$ cat src/rtl/led_seq_pkg.sv
// Shared encodings for the LED sequence controller: display modes and FSM states.
package led_seq_pkg;

    typedef enum logic [1:0] {
        MODE_OFF    = 2'd0,
        MODE_BLINK  = 2'd1,
        MODE_WALK   = 2'd2,
        MODE_BOUNCE = 2'd3
    } mode_e;

    typedef enum logic [1:0] {
        ST_IDLE  = 2'd0,
        ST_APPLY = 2'd1,
        ST_RUN   = 2'd2
    } state_e;

    // Modes other than OFF keep the divider running after APPLY.
    function automatic logic mode_is_active(mode_e m);
        return (m != MODE_OFF);
    endfunction

    // WALK and BOUNCE start with only the LSB lit; OFF and BLINK start dark.
    function automatic logic mode_starts_lit(mode_e m);
        return (m == MODE_WALK) || (m == MODE_BOUNCE);
    endfunction

endpackage

$ cat src/rtl/led_seq_ctrl_tick_gen.sv
// Tick divider: counts 0..period while run is high and emits a registered
// one-cycle tick in the cycle where the counter sits at period.
module tick_gen #(
    parameter int CNT_W = 26
) (
    input  logic             clk,
    input  logic             rst_n,
    input  logic [CNT_W-1:0] period,
    input  logic             run,
    input  logic             clr,
    output logic             tick
);

    localparam logic [CNT_W-1:0] ONE = {{(CNT_W-1){1'b0}}, 1'b1};

    logic [CNT_W-1:0] r_cnt;
    logic             r_tick;

    // Counter and tick register; clr or a stopped divider parks both at zero.
    always_ff @(posedge clk) begin
        if (!rst_n) begin
            r_cnt  <= '0;
            r_tick <= 1'b0;
        end else if (clr || !run) begin
            r_cnt  <= '0;
            r_tick <= 1'b0;
        end else begin
            // Tick is registered one count early so it is high while r_cnt == period.
            r_tick <= (r_cnt == (period - ONE));
            r_cnt  <= (r_cnt >= period) ? '0 : (r_cnt + ONE);
        end
    end

    assign tick = r_tick;

endmodule

$ cat src/rtl/led_seq_ctrl.sv
// LED sequence controller: accepts mode/period configs over a valid/ready
// port and steps a bank of LEDs through OFF, BLINK, WALK or BOUNCE patterns.
module led_seq_ctrl
    import led_seq_pkg::*;
#(
    parameter int LED_NUM = 4,
    parameter int CNT_W   = 26
) (
    input  logic               sclk,
    input  logic               rst_n,
    input  logic               cfg_valid,
    input  logic [1:0]         cfg_mode,
    input  logic [CNT_W-1:0]   cfg_period,
    output logic               cfg_ready,
    output logic [LED_NUM-1:0] led,
    output logic               tick,
    output logic [1:0]         mode_cur,
    output logic               busy
);

    localparam logic [CNT_W-1:0]   PERIOD_MIN = {{(CNT_W-1){1'b0}}, 1'b1};
    localparam logic [LED_NUM-1:0] LED_LSB    = {{(LED_NUM-1){1'b0}}, 1'b1};

    state_e             r_state;
    mode_e              r_mode;
    logic [1:0]         r_mode_cur;
    logic [LED_NUM-1:0] r_led;
    logic               r_dir_up;
    logic               r_cfg_ready;
    logic               r_busy;
    logic [CNT_W-1:0]   r_period;

    logic               w_accept;
    logic               w_tick;
    logic               w_run;
    logic [CNT_W-1:0]   w_period_clamped;
    logic [LED_NUM-1:0] w_rot_l;
    logic [LED_NUM-1:0] w_shl;
    logic [LED_NUM-1:0] w_shr;
    logic [LED_NUM-1:0] w_led_step;
    logic [LED_NUM-1:0] w_led_init;
    logic               w_dir_up_next;

    // ready is only ever high in IDLE or RUN, so this also gates on state
    assign w_accept         = cfg_valid && r_cfg_ready && (r_state != ST_APPLY);
    assign w_run            = (r_state == ST_RUN);
    assign w_period_clamped = (cfg_period == '0) ? PERIOD_MIN : cfg_period;
    assign w_led_init       = mode_starts_lit(r_mode) ? LED_LSB : '0;

    // Clearing on the accept edge keeps tick low throughout APPLY.
    tick_gen #(
        .CNT_W (CNT_W)
    ) u_tick_gen (
        .clk    (sclk),
        .rst_n  (rst_n),
        .period (r_period),
        .run    (w_run),
        .clr    (w_accept),
        .tick   (w_tick)
    );

    // Per-bit neighbours: rotate-left, shift toward MSB, shift toward LSB.
    genvar gi;
    generate
        for (gi = 0; gi < LED_NUM; gi++) begin : g_shift
            if (gi == 0) begin : g_lsb
                assign w_rot_l[gi] = r_led[LED_NUM-1];
                assign w_shl[gi]   = 1'b0;
            end else begin : g_not_lsb
                assign w_rot_l[gi] = r_led[gi-1];
                assign w_shl[gi]   = r_led[gi-1];
            end
            if (gi == LED_NUM - 1) begin : g_msb
                assign w_shr[gi] = 1'b0;
            end else begin : g_not_msb
                assign w_shr[gi] = r_led[gi+1];
            end
        end
    endgenerate

    // Next LED pattern for a tick; BOUNCE turns around on reaching either end.
    always_comb begin
        w_dir_up_next = r_dir_up;
        w_led_step    = r_led;
        case (r_mode)
            MODE_BLINK: w_led_step = ~r_led;
            MODE_WALK:  w_led_step = w_rot_l;
            MODE_BOUNCE: begin
                if (r_dir_up && r_led[LED_NUM-1]) begin
                    w_dir_up_next = 1'b0;
                end else if (!r_dir_up && r_led[0]) begin
                    w_dir_up_next = 1'b1;
                end
                w_led_step = w_dir_up_next ? w_shl : w_shr;
            end
            default: w_led_step = r_led;
        endcase
    end

    // Control FSM: accept configs, apply initial pattern, step LEDs on ticks.
    always_ff @(posedge sclk) begin
        if (!rst_n) begin
            r_state     <= ST_IDLE;
            r_mode      <= MODE_OFF;
            r_mode_cur  <= 2'd0;
            r_led       <= '0;
            r_dir_up    <= 1'b1;
            r_cfg_ready <= 1'b1;
            r_busy      <= 1'b0;
            r_period    <= PERIOD_MIN;
        end else begin
            case (r_state)
                ST_IDLE, ST_RUN: begin
                    if (w_accept) begin
                        // a tick ending on this edge is dropped: config wins
                        r_period    <= w_period_clamped;
                        r_mode      <= mode_e'(cfg_mode);
                        r_mode_cur  <= cfg_mode;
                        r_cfg_ready <= 1'b0;
                        r_state     <= ST_APPLY;
                    end else if ((r_state == ST_RUN) && w_tick) begin
                        r_led    <= w_led_step;
                        r_dir_up <= w_dir_up_next;
                    end
                end
                ST_APPLY: begin
                    r_cfg_ready <= 1'b1;
                    r_led       <= w_led_init;
                    r_dir_up    <= 1'b1;
                    r_busy      <= mode_is_active(r_mode);
                    r_state     <= mode_is_active(r_mode) ? ST_RUN : ST_IDLE;
                end
                default: r_state <= ST_IDLE;
            endcase
        end
    end

    assign cfg_ready = r_cfg_ready;
    assign led       = r_led;
    assign tick      = w_tick;
    assign mode_cur  = r_mode_cur;
    assign busy      = r_busy;

endmodule
$ cat config.mk
export PLATFORM = sky130hd
export DESIGN_NAME = led_seq_ctrl
export DESIGN_NICKNAME = d
export VERILOG_FILES = /design/src/rtl/led_seq_pkg.sv /design/src/rtl/led_seq_ctrl_tick_gen.sv /design/src/rtl/led_seq_ctrl.sv
export SDC_FILE = /design/constraint.sdc
export NUM_CORES = 1
export LEC_CHECK = 0
export ABC_AREA = 1
export BUFFER_PORTS_ARGS = -buffer_cell sky130_fd_sc_hd__buf_2
export CORE_ASPECT_RATIO = 1.75
export CORE_UTILIZATION = 45
export CTS_BUF_LIST = sky130_fd_sc_hd__clkbuf_8
export DETAILED_ROUTE_END_ITERATION = 16
export HOLD_SLACK_MARGIN = 0.05
export SETUP_SLACK_MARGIN = 0.05
export SLEW_MARGIN = 10
export SYNTH_ARGS = -nofsm -noshare
export SYNTH_HDL_FRONTEND = slang
export SYNTH_SLANG_ARGS = --single-unit
$ cat constraint.sdc
create_clock -name sclk -period 2.73 [get_ports sclk]
set_input_delay 0.273 -clock sclk [delete_from_list [all_inputs] [get_ports sclk]]
set_output_delay 0.273 -clock sclk [all_outputs]
set_load 0.05 [all_outputs]
After elaboration in Yosys (flattened, before gate mapping)

Index checks and enable logic that the tools add are counted.

Add/subtract/negate cells: 2
$lt $le $gt $ge: 1
Equality and inequality tests: 12
Multiplexer cells: 19
Bitwise gates (word level): 2
Reductions and logical operators: 20

Operator list:

| cell                    | count |
|---|---|
| $add A26 B1 Y26 const B | 1 |
| $eq A26 B26 Y1          | 1 |
| $ge A26 B26 Y1          | 1 |
| $logic_not A26 Y1       | 1 |
| $mux W26                | 1 |
| $sub A26 B1 Y26 const B | 1 |
| $mux W4                 | 3 |
| $pmux W4 S3             | 1 |
| $mux W1                 | 8 |
| $pmux W4 S2             | 1 |
| $reduce_and A4 Y1       | 2 |
| $eq A2 B2 Y1 const B    | 3 |
| $ne A2 B2 Y1 const B    | 3 |
| $logic_and A1 B1 Y1     | 5 |
| $eq A2 B1 Y1 const B    | 2 |
| $mux W2                 | 2 |
| $ne A2 B1 Y1 const B    | 2 |
| $ne A4 B4 Y1 const B    | 1 |
| $not A4 Y4              | 1 |
| $pmux W1 S2             | 2 |
| $pmux W2 S2             | 1 |
| $reduce_and A2 Y1       | 2 |
| $reduce_bool A2 Y1      | 2 |
| $reduce_or A2 Y1        | 2 |
| 5 further kinds         | 7 |

Register bits: 64
Input bits: 31
Output and inout port bits: 9
Logic and storage cells: 65

Longest topological paths before layout

Gate-level depths: netlist of the first run.

Depth after elaboration: 10
Depth in mapped cells: 15
Depth with buffers taken out: 15

Cells and area by module

From an unflattened synthesis of the first run, not the netlist that was laid out.

Cell total of the unflattened synthesis: 715
Area, all modules: 4601.9 µm²

Modules (own cells, without submodules):

| module       | instances | cells an instance | area each (µm²) | seq. area each (µm²) |
|---|---|---|---|---|
| tick_gen     | 1         | 492               | 3046.7          | 540.5 |
| led_seq_ctrl | 1         | 223               | 1555.2          | 740.7 |

Worst setup path after synthesis of the first run

OpenSTA, ideal clock, no wires.

Path kind: register to register
Start point: register r_period[9]
End point: register u_tick_gen.r_cnt[0]
Setup time: 117 ps
Arrival: 1688 ps
Required time: 2613 ps
Slack: 925 ps
Stages on the path, launching flop included: 13
Path buffers: 1
Period minus slack after synthesis: 1805 ps
Cells stage by stage: dfxtp_1 inv_1 ha_1 nand2_1 nor2_1 o211ai_1 o2111ai_1 nand2_1 nand2_1 nand2_1 nand2_1 buf_2 nor2_1

Cells in the longest elaborated chain, start to end: 2

RTL lines:

| element                           | line                        | text |
|---|---|---|
| start: declaration                | led_seq_ctrl.sv:31          | `logic [CNT_W-1:0] r_period;` |
| start signal: assignment          | led_seq_ctrl.sv:116         | `r_period <= w_period_clamped;` |
| $ge A26 B26 Y1                    | led_seq_ctrl_tick_gen.sv:30 | `r_cnt <= (r_cnt >= period) ? '0 : (r_cnt + ONE);` |
| $reduce_or A3 Y1 (no source line) | --                          |  |
| end signal: assignment            | led_seq_ctrl_tick_gen.sv:30 |  |
| end: declaration                  | led_seq_ctrl_tick_gen.sv:16 | `logic [CNT_W-1:0] r_cnt;` |

Every way passes these cells.
A chain may end at the register's enable or synchronous reset.

Worst setup path after layout of the first run

Start point: register r_period[19]
End point: register u_tick_gen.r_cnt[20]

Same word-level chain as after synthesis.

==> results.txt, run 1 <==
----------------------------------------------------
[Outcome]
  Outcome ... finished, final reports clean

[Routing]
  Routed wire length on met3 ... 396 um
  DRT antenna net count ... 0
  Number of remaining DRC errors ... 0
  Wire length on met1 ... 4.856 mm
  Via density per instance ... 5.213
  Vias after detailed routing ... 4285
  Initial drt markers ... 220
  Per-cell routed wire length ... about 14 um
  Total Wirelength ... 11.81 mm
  Highest layer used for signal routing ... met4
  WL met2 ... 5.881 mm
  First-pass DRT Iterations ... 4

[Floorplan]
  Die height ... 132.8 um
  Floorplan row count ... 47
  Area enclosed by the die boundary ... 10190 um^2
  I/O pin count ... 40
  Chip Width ... 76.72 um
  Initial Util ... 0.4644
  Area of the core ... 9468 um^2

[Synth]
  Syn Area/Cell ... 6.775 um^2
  Post-synthesis register bit count ... between 60 and 70
  Top-count cell post-synth ... nand2_1
  Sequential element share of the synthesized area ... 0.2914
  Number of distinct library cells after synthesis ... 38
  Post-synth top area cell ... dfxtp_1
  Post-Syn Area ... 4397 um^2
  Number of nets produced by synthesis ... 708
  Mapped Cells ... 649
  Number of flops mapped to enable cells by yosys ... 0
  Post-synthesis async set-or-reset flop share ... 0
  Biggest area contributors in the synthesized netlist ... dfxtp_1, nand2_1, nor2_1
  Most used standard cells in the synthesized netlist ... nand2_1, nor2_1, inv_1
  Predominant post-synthesis flop cell ... dfxtp_1
  Yosys synthesis warning count ... 0
  Synth top area share ... 0.2914

[Setup path]
  Minimum setup slack among reg-to-reg paths ... 0.53 ns
  Data required time at the worst endpoint ... 2.97 ns
  Sequence of cells on the critical path ... inv_1, ha_1, a21oi_1, o21a_1, o21ai_0, a41oi_1, nand2_1, buf_4, nor2_1
  Worst setup path category ... flop to flop
  Worst r2r src ... r_period[19]$_SDFFE_PN0P_
  Largest fanout on the critical path ... 26
  WP data arrival ... 2.44 ns
  Type of element launching the critical path ... flop
  Worst setup EP type ... flop
  Worst r2r path cells ... 9
  Largest stage delay on the critical path ... 0.45 ns
  CP max stage cell ... o21ai_0
  RR Endpoint ... u_tick_gen.r_cnt[20]$_SDFF_PP0_

[Min path]
  Start point of the worst min-delay path ... cfg_period[22]
  Cell count of the worst hold path ... 3
  Hold crit path type ... input port to flop
  End point of the worst hold path ... r_period[22]$_SDFFE_PN0P_

[Placement]
  Final Wtd Congestion ... 0.8937
  # port buffers ... 39
  Standard cell area after detailed placement ... 4751 um^2
  Placed instance count ... 806
  HPWL Detailed ... 9.559 mm

[Clock tree]
  Inserted Clock Buffers ... 9
  Clock transition at the registers of the reported paths ... 0.07 ns
  # resized after CTS ... 0
  Clock root cell ... clkbuf_8
  Worst-case clock buffer depth ... 2
  TritonCTS sink count ... 64
  Post-CTS Hold Fix Bufs ... 0
  Post-CTS setup buffer count ... 0
  CTS tree ... built
  Clock latency of the later-clocked register in the worst-skew pair ... about 0.35 ns
  Number of H-tree levels ... 3

[Global route]
  Antenna violations before repair ... 0
  Vias in the first global route ... 4360
  Overall routing resource usage ... 0.2495
  First-pass GRT wire length ... 19.89 mm
  Maximum number of pins on one net before global-route repair ... 46
  Remaining global-route overflow ... 0

[Pwr]
  Combinational share of power ... 0.213
  Power per Cell Area ... 480.5 nW/um^2
  Switching part of the total ... 0.3195
  Reported leakage power ... 2.195 nW
  Switching power ... 0.7600 mW
  Cell internal pwr ... 1.619 mW
  PnR Total Power ... 2.379 mW
  Sequential share of power ... 0.435
  Share of total power in the clock network ... 0.352
  Worst ir drop on vdd ... 0.2400 mV

[STA]
  Final critical-path required period ... 2.204 ns
  Number of pins with negative max-slew slack in the final report ... 0
  Final setup TNS ... 0 ns
  Number of endpoints with negative hold slack in the final report ... 0
  Rel. slew slack ... 0.4962
  Tightest Pin Transition ... 0.7546 ns
  Final count of negative-setup-slack endpoints ... 0
  Final worst hold slack ... 0.1646 ns
  Portion of the clock cycle consumed by the worst path in the final layout ... 0.8073
  RSZ-0062 raised after global routing ... false
  Maximum clock frequency ... 0.4537 GHz
  Post-Route Skew ... 0.01229 ns

[Finish]
  Area added between synthesis and finish ... 12.58%
  Diode insertion count for antenna repair ... 0
  Proportion of layout cells with a drive suffix above 1 ... 0.1171
  Final cell count without fillers ... 822
  Net count of the finished layout ... 754
  Post-route cell area ... 4950 um^2

[Run]
  Max_cap viols ... 0

----------------------------------------------------
[worst max-delay path by stage]
stage                              startpoint                              end  slack, ns  depth (start not counted)
floorplan            r_period[9]$_SDFFE_PN0P_   u_tick_gen.r_cnt[0]$_SDFF_PP0_       0.92                         12
global placement    r_period[19]$_SDFFE_PN0P_  u_tick_gen.r_cnt[20]$_SDFF_PP0_       0.50                          9
detailed placement  r_period[19]$_SDFFE_PN0P_  u_tick_gen.r_cnt[20]$_SDFF_PP0_       0.49                          9
CTS                 r_period[19]$_SDFFE_PN0P_  u_tick_gen.r_cnt[20]$_SDFF_PP0_       0.47                          9
global route        r_period[19]$_SDFFE_PN0P_  u_tick_gen.r_cnt[13]$_SDFF_PP0_       0.31                          9
finish              r_period[19]$_SDFFE_PN0P_  u_tick_gen.r_cnt[20]$_SDFF_PP0_       0.53                          9
[power by group through the flow]
stage               clock (mW)  combinational (mW)  sequential, mW
floorplan                    0               0.353            1.06
global placement             0               0.503            1.05
detailed placement           0               0.506            1.05
CTS                      0.849               0.509            1.03
global route             0.896               0.582            1.04
finish                   0.837               0.506            1.04
[logic make-up (layout without fill, tap and decap cells)]
family	count (synthesis)	in the layout	share of synthesized area
buffers and inverters	97	148	0.08395
and+or+nand+nor	333	333	0.3404
xor gates and xnor gates	48	48	0.09562
adders and majority gates	28	28	0.07968
DFF	64	64	0.2914
AOI/OAI and AO/OA	79	79	0.1090
[registers in the layout, indices dropped and copies added (netlist names)]
name / count
cfg_ready: 1
u_tick_gen.tick: 1
led: 4
r_state: 2
u_tick_gen.r_cnt: 26
r_dir_up: 1
busy: 1
r_period: 26
mode_cur: 2
[per-stage QoR]
stage | utilization | setup WS, ns
6_report | 0.5228 | 0.5261
5_1_grt | 0.5228 | 0.3071
4_1_cts | 0.5228 | 0.4707
3_5_place_dp | 0.5018 | 0.4912
3_3_place_gp | 0.5018 | 0.4957
2_1_floorplan | - | 0.9248
[critical path, delay by kind of cell, from the launching register on]
family	cells	cell delay, ns
buf+inv	2	0.40
fa+ha+maj	1	0.31
flops	1	0.43
simple gates	2	0.19
compound gates	4	0.77
[metal layers]
metal  vias up  GRT usage
met2       107     0.4435
met1      1932     0.2709
met3        44    0.04207
met4         0     0.1528
met5         -          0
li1       2202          -
[layout by cell type, fill, tap and decap left out, types with 17 or more instances in the layout]
cell type / n
inv_1: 84
xnor2_1: 17
o21ai_0: 22
ha_1: 28
buf_2: 39
nand3_1: 23
dfxtp_1: 64
nor2_1: 126
nand2_1: 129
a21oi_1: 25
a211oi_1: 19
xor2_1: 31
[layout make-up]
type | count | area [um^2]
fill | 1002 | 4518
multi-input combinational | 488 | 2746
sequential | 64 | 1281
inverter | 86 | 322.8
timing repair buffer | 46 | 247.7
tap | 122 | 152.6
clock buffer | 11 | 151.4
clock inverter | 5 | 47.55
(Power assumes the default switching activity.)
==> run 2: changes to the inputs <==
--- a/config.mk
+++ b/config.mk
@@ -12,6 +12,7 @@
 export CTS_BUF_LIST = sky130_fd_sc_hd__clkbuf_8
 export DETAILED_ROUTE_END_ITERATION = 16
 export HOLD_SLACK_MARGIN = 0.05
+export PLACE_DENSITY = 0.66
 export SETUP_SLACK_MARGIN = 0.05
 export SLEW_MARGIN = 10
 export SYNTH_ARGS = -nofsm -noshare
==> constraint.sdc (replaced) <==
create_clock -name sclk -period 2 [get_ports sclk]
set_input_delay 0.2 -clock sclk [delete_from_list [all_inputs] [get_ports sclk]]
set_output_delay 0.2 -clock sclk [all_outputs]
set_load 0.05 [all_outputs]
==> results.txt, run 2 (synthesized netlist as in run 1, its figures left out) <==
----------------------------------------------------
[Setup path]
  Worst r2r path cells ... 12
  WP data arrival ... ~2.1 ns
  Data required time at the worst endpoint ... between 2 and 2.5 ns
  Largest fanout on the critical path ... 7
  Worst setup EP type ... flop
  Worst setup path category ... flop to flop
  Type of element launching the critical path ... flop

[Clock tree]
  Clock latency of the later-clocked register in the worst-skew pair ... between 0.3 and 0.4 ns
  CTS tree ... built
  Clock root cell ... clkbuf_8
  Post-CTS Hold Fix Bufs ... 0
  Clock transition at the registers of the reported paths ... 0.07 ns
  Inserted Clock Buffers ... 9
  Worst-case clock buffer depth ... 2
  TritonCTS sink count ... 64
  Number of H-tree levels ... 3

[Routing]
  Per-cell routed wire length ... 14.22 um
  Vias after detailed routing ... 4358
  First-pass DRT Iterations ... 6
  Number of remaining DRC errors ... 0
  Total Wirelength ... between 10 and 15 mm
  Via density per instance ... between 5 and 6
  Initial drt markers ... about 230
  DRT antenna net count ... 0

[Pwr]
  Combinational share of power ... 0.256
  Switching power ... 1.044 mW
  Switching part of the total ... 0.3370
  Share of total power in the clock network ... 0.286
  Power per Cell Area ... roughly 580 nW/um^2
  Worst ir drop on vdd ... 0.3652 mV
  Reported leakage power ... 2.332 nW
  Sequential share of power ... 0.458
  Cell internal pwr ... 2.055 mW

[Global route]
  First-pass GRT wire length ... 19.55 mm
  Antenna violations before repair ... 0
  Maximum number of pins on one net before global-route repair ... 46
  Remaining global-route overflow ... 0
  Overall routing resource usage ... 0.2447
  Vias in the first global route ... 4314

[Floorplan]
  Floorplan row count ... 47
  Chip Width ... 76.72 um
  Die height ... 132.8 um
  Initial Util ... 0.4644
  Area of the core ... 9468 um^2
  I/O pin count ... 40
  Area enclosed by the die boundary ... 10190 um^2

[STA]
  Post-Route Skew ... 0.008859 ns
  Number of pins with negative max-slew slack in the final report ... 0
  Final worst hold slack ... roughly 0.084 ns
  Final count of negative-setup-slack endpoints ... 0
  Rel. slew slack ... 0.5167
  Final critical-path required period ... 1.836 ns
  Tightest Pin Transition ... 0.7239 ns
  Portion of the clock cycle consumed by the worst path in the final layout ... 0.9180
  RSZ-0062 raised after global routing ... false
  Maximum clock frequency ... around 0.54 GHz
  PnR worst setup slack ... 0.1640 ns
  Number of endpoints with negative hold slack in the final report ... 0

[Placement]
  Final Wtd Congestion ... 0.8966
  # port buffers ... 39
  HPWL Detailed ... approximately 9.5 mm
  Placement Setup Slack ... -0.03796 ns

[Finish]
  Net count of the finished layout ... slightly below 800
  Diode insertion count for antenna repair ... 0
  Area added between synthesis and finish ... 20.72%
  Most common cell after layout, fill and taps aside ... nand2_1
  Most frequent cells in the layout ... nand2_1, nor2_1, inv_1
  Proportion of layout cells with a drive suffix above 1 ... 0.2210

[Run]
  Max_cap viols ... 0

[Min path]
  Cell count of the worst hold path ... 3
  Hold crit path type ... input port to flop

[Outcome]
  Outcome ... finished, final reports clean

----------------------------------------------------
==> run 2: cell count changes in the layout (fill, tap and decap cells not counted), sizes merged <==
cell    delta
clkinv     -1
buf       +25
bufinv     -1
inv        +3
clkbuf     -2
==> run 2: power groups by stage <==
stage               registers [mW]  clock network [mW]  logic (mW)
finish                        1.42               0.886       0.794
global route                  1.43               0.961       0.897
global placement              1.44                   0       0.709
CTS                           1.41               0.911       0.724
floorplan                     1.45                   0       0.482
detailed placement            1.44                   0       0.718
==> run 2: path summary, 6_finish.rpt <==
path	from	endpoint	slack, ns
setup / recovery	r_period[5]$_SDFFE_PN0P_	u_tick_gen.r_cnt[5]$_SDFF_PP0_	0.16
hold / removal	cfg_period[22]	r_period[22]$_SDFFE_PN0P_	0.08
setup reg to reg	r_period[5]$_SDFFE_PN0P_	u_tick_gen.r_cnt[5]$_SDFF_PP0_	0.16
hold reg to reg	u_tick_gen.r_cnt[0]$_SDFF_PP0_	u_tick_gen.r_cnt[0]$_SDFF_PP0_	0.44
==> run 2: metrics by stage <==
step | setup TNS [ns] | power (mW) | std cells | cell area [um^2] | utilization
2_1_floorplan | 0 | 1.933 | 649 | 4397 | -
3_3_place_gp | 0 | 2.145 | 826 | 4901 | 0.5176
3_5_place_dp | -0.4150 | 2.154 | 826 | 4901 | 0.5176
4_1_cts | 0 | 3.044 | 841 | 5059 | 0.5343
5_1_grt | 0 | 3.287 | 846 | 5308 | 0.5606
6_report | 0 | 3.100 | 846 | 5308 | 0.5606
==> run 2: area by class of cell <==
class / count / area, um^2
fillers: 945 / 4160
repair buffers: 71 / 454.2
clock buffers: 9 / 123.9
well taps: 122 / 152.6
flip-flops and latches: 64 / 1315
inverters: 86 / 322.8
clock inverters: 6 / 23.77
multi-input cells: 488 / 2915
==> run 2: per-layer routing <==
layer | vias to the layer above | global-route usage | wire, um
met5 | - | 0 | 0
met4 | 0 | 0.1175 | 423
met3 | 31 | 0.04483 | 333
met2 | 80 | 0.4593 | 6426
met1 | 1998 | 0.2554 | 4845
li1 | 2249 | - | -
==> run 2: critical path: stages (launching register included) <==
cell	delay [ns]
dfxtp_4	0.36
inv_1	0.09
ha_4	0.28
nand2_1	0.08
o21ai_0	0.18
nand2_1	0.11
o2111ai_2	0.10
nand2_1	0.07
nand2_1	0.07
nand2_2	0.06
nand2_4	0.12
buf_8	0.15
nor2_1	0.05
==> run 2: what timing repair did <==
action | CTS | global route
gates resized for setup | 2 | 71
setup endpoints to repair | 26 | 27
gates cloned | 0 | 2
pin swaps | 0 | 15
buffers inserted | 0 | 3
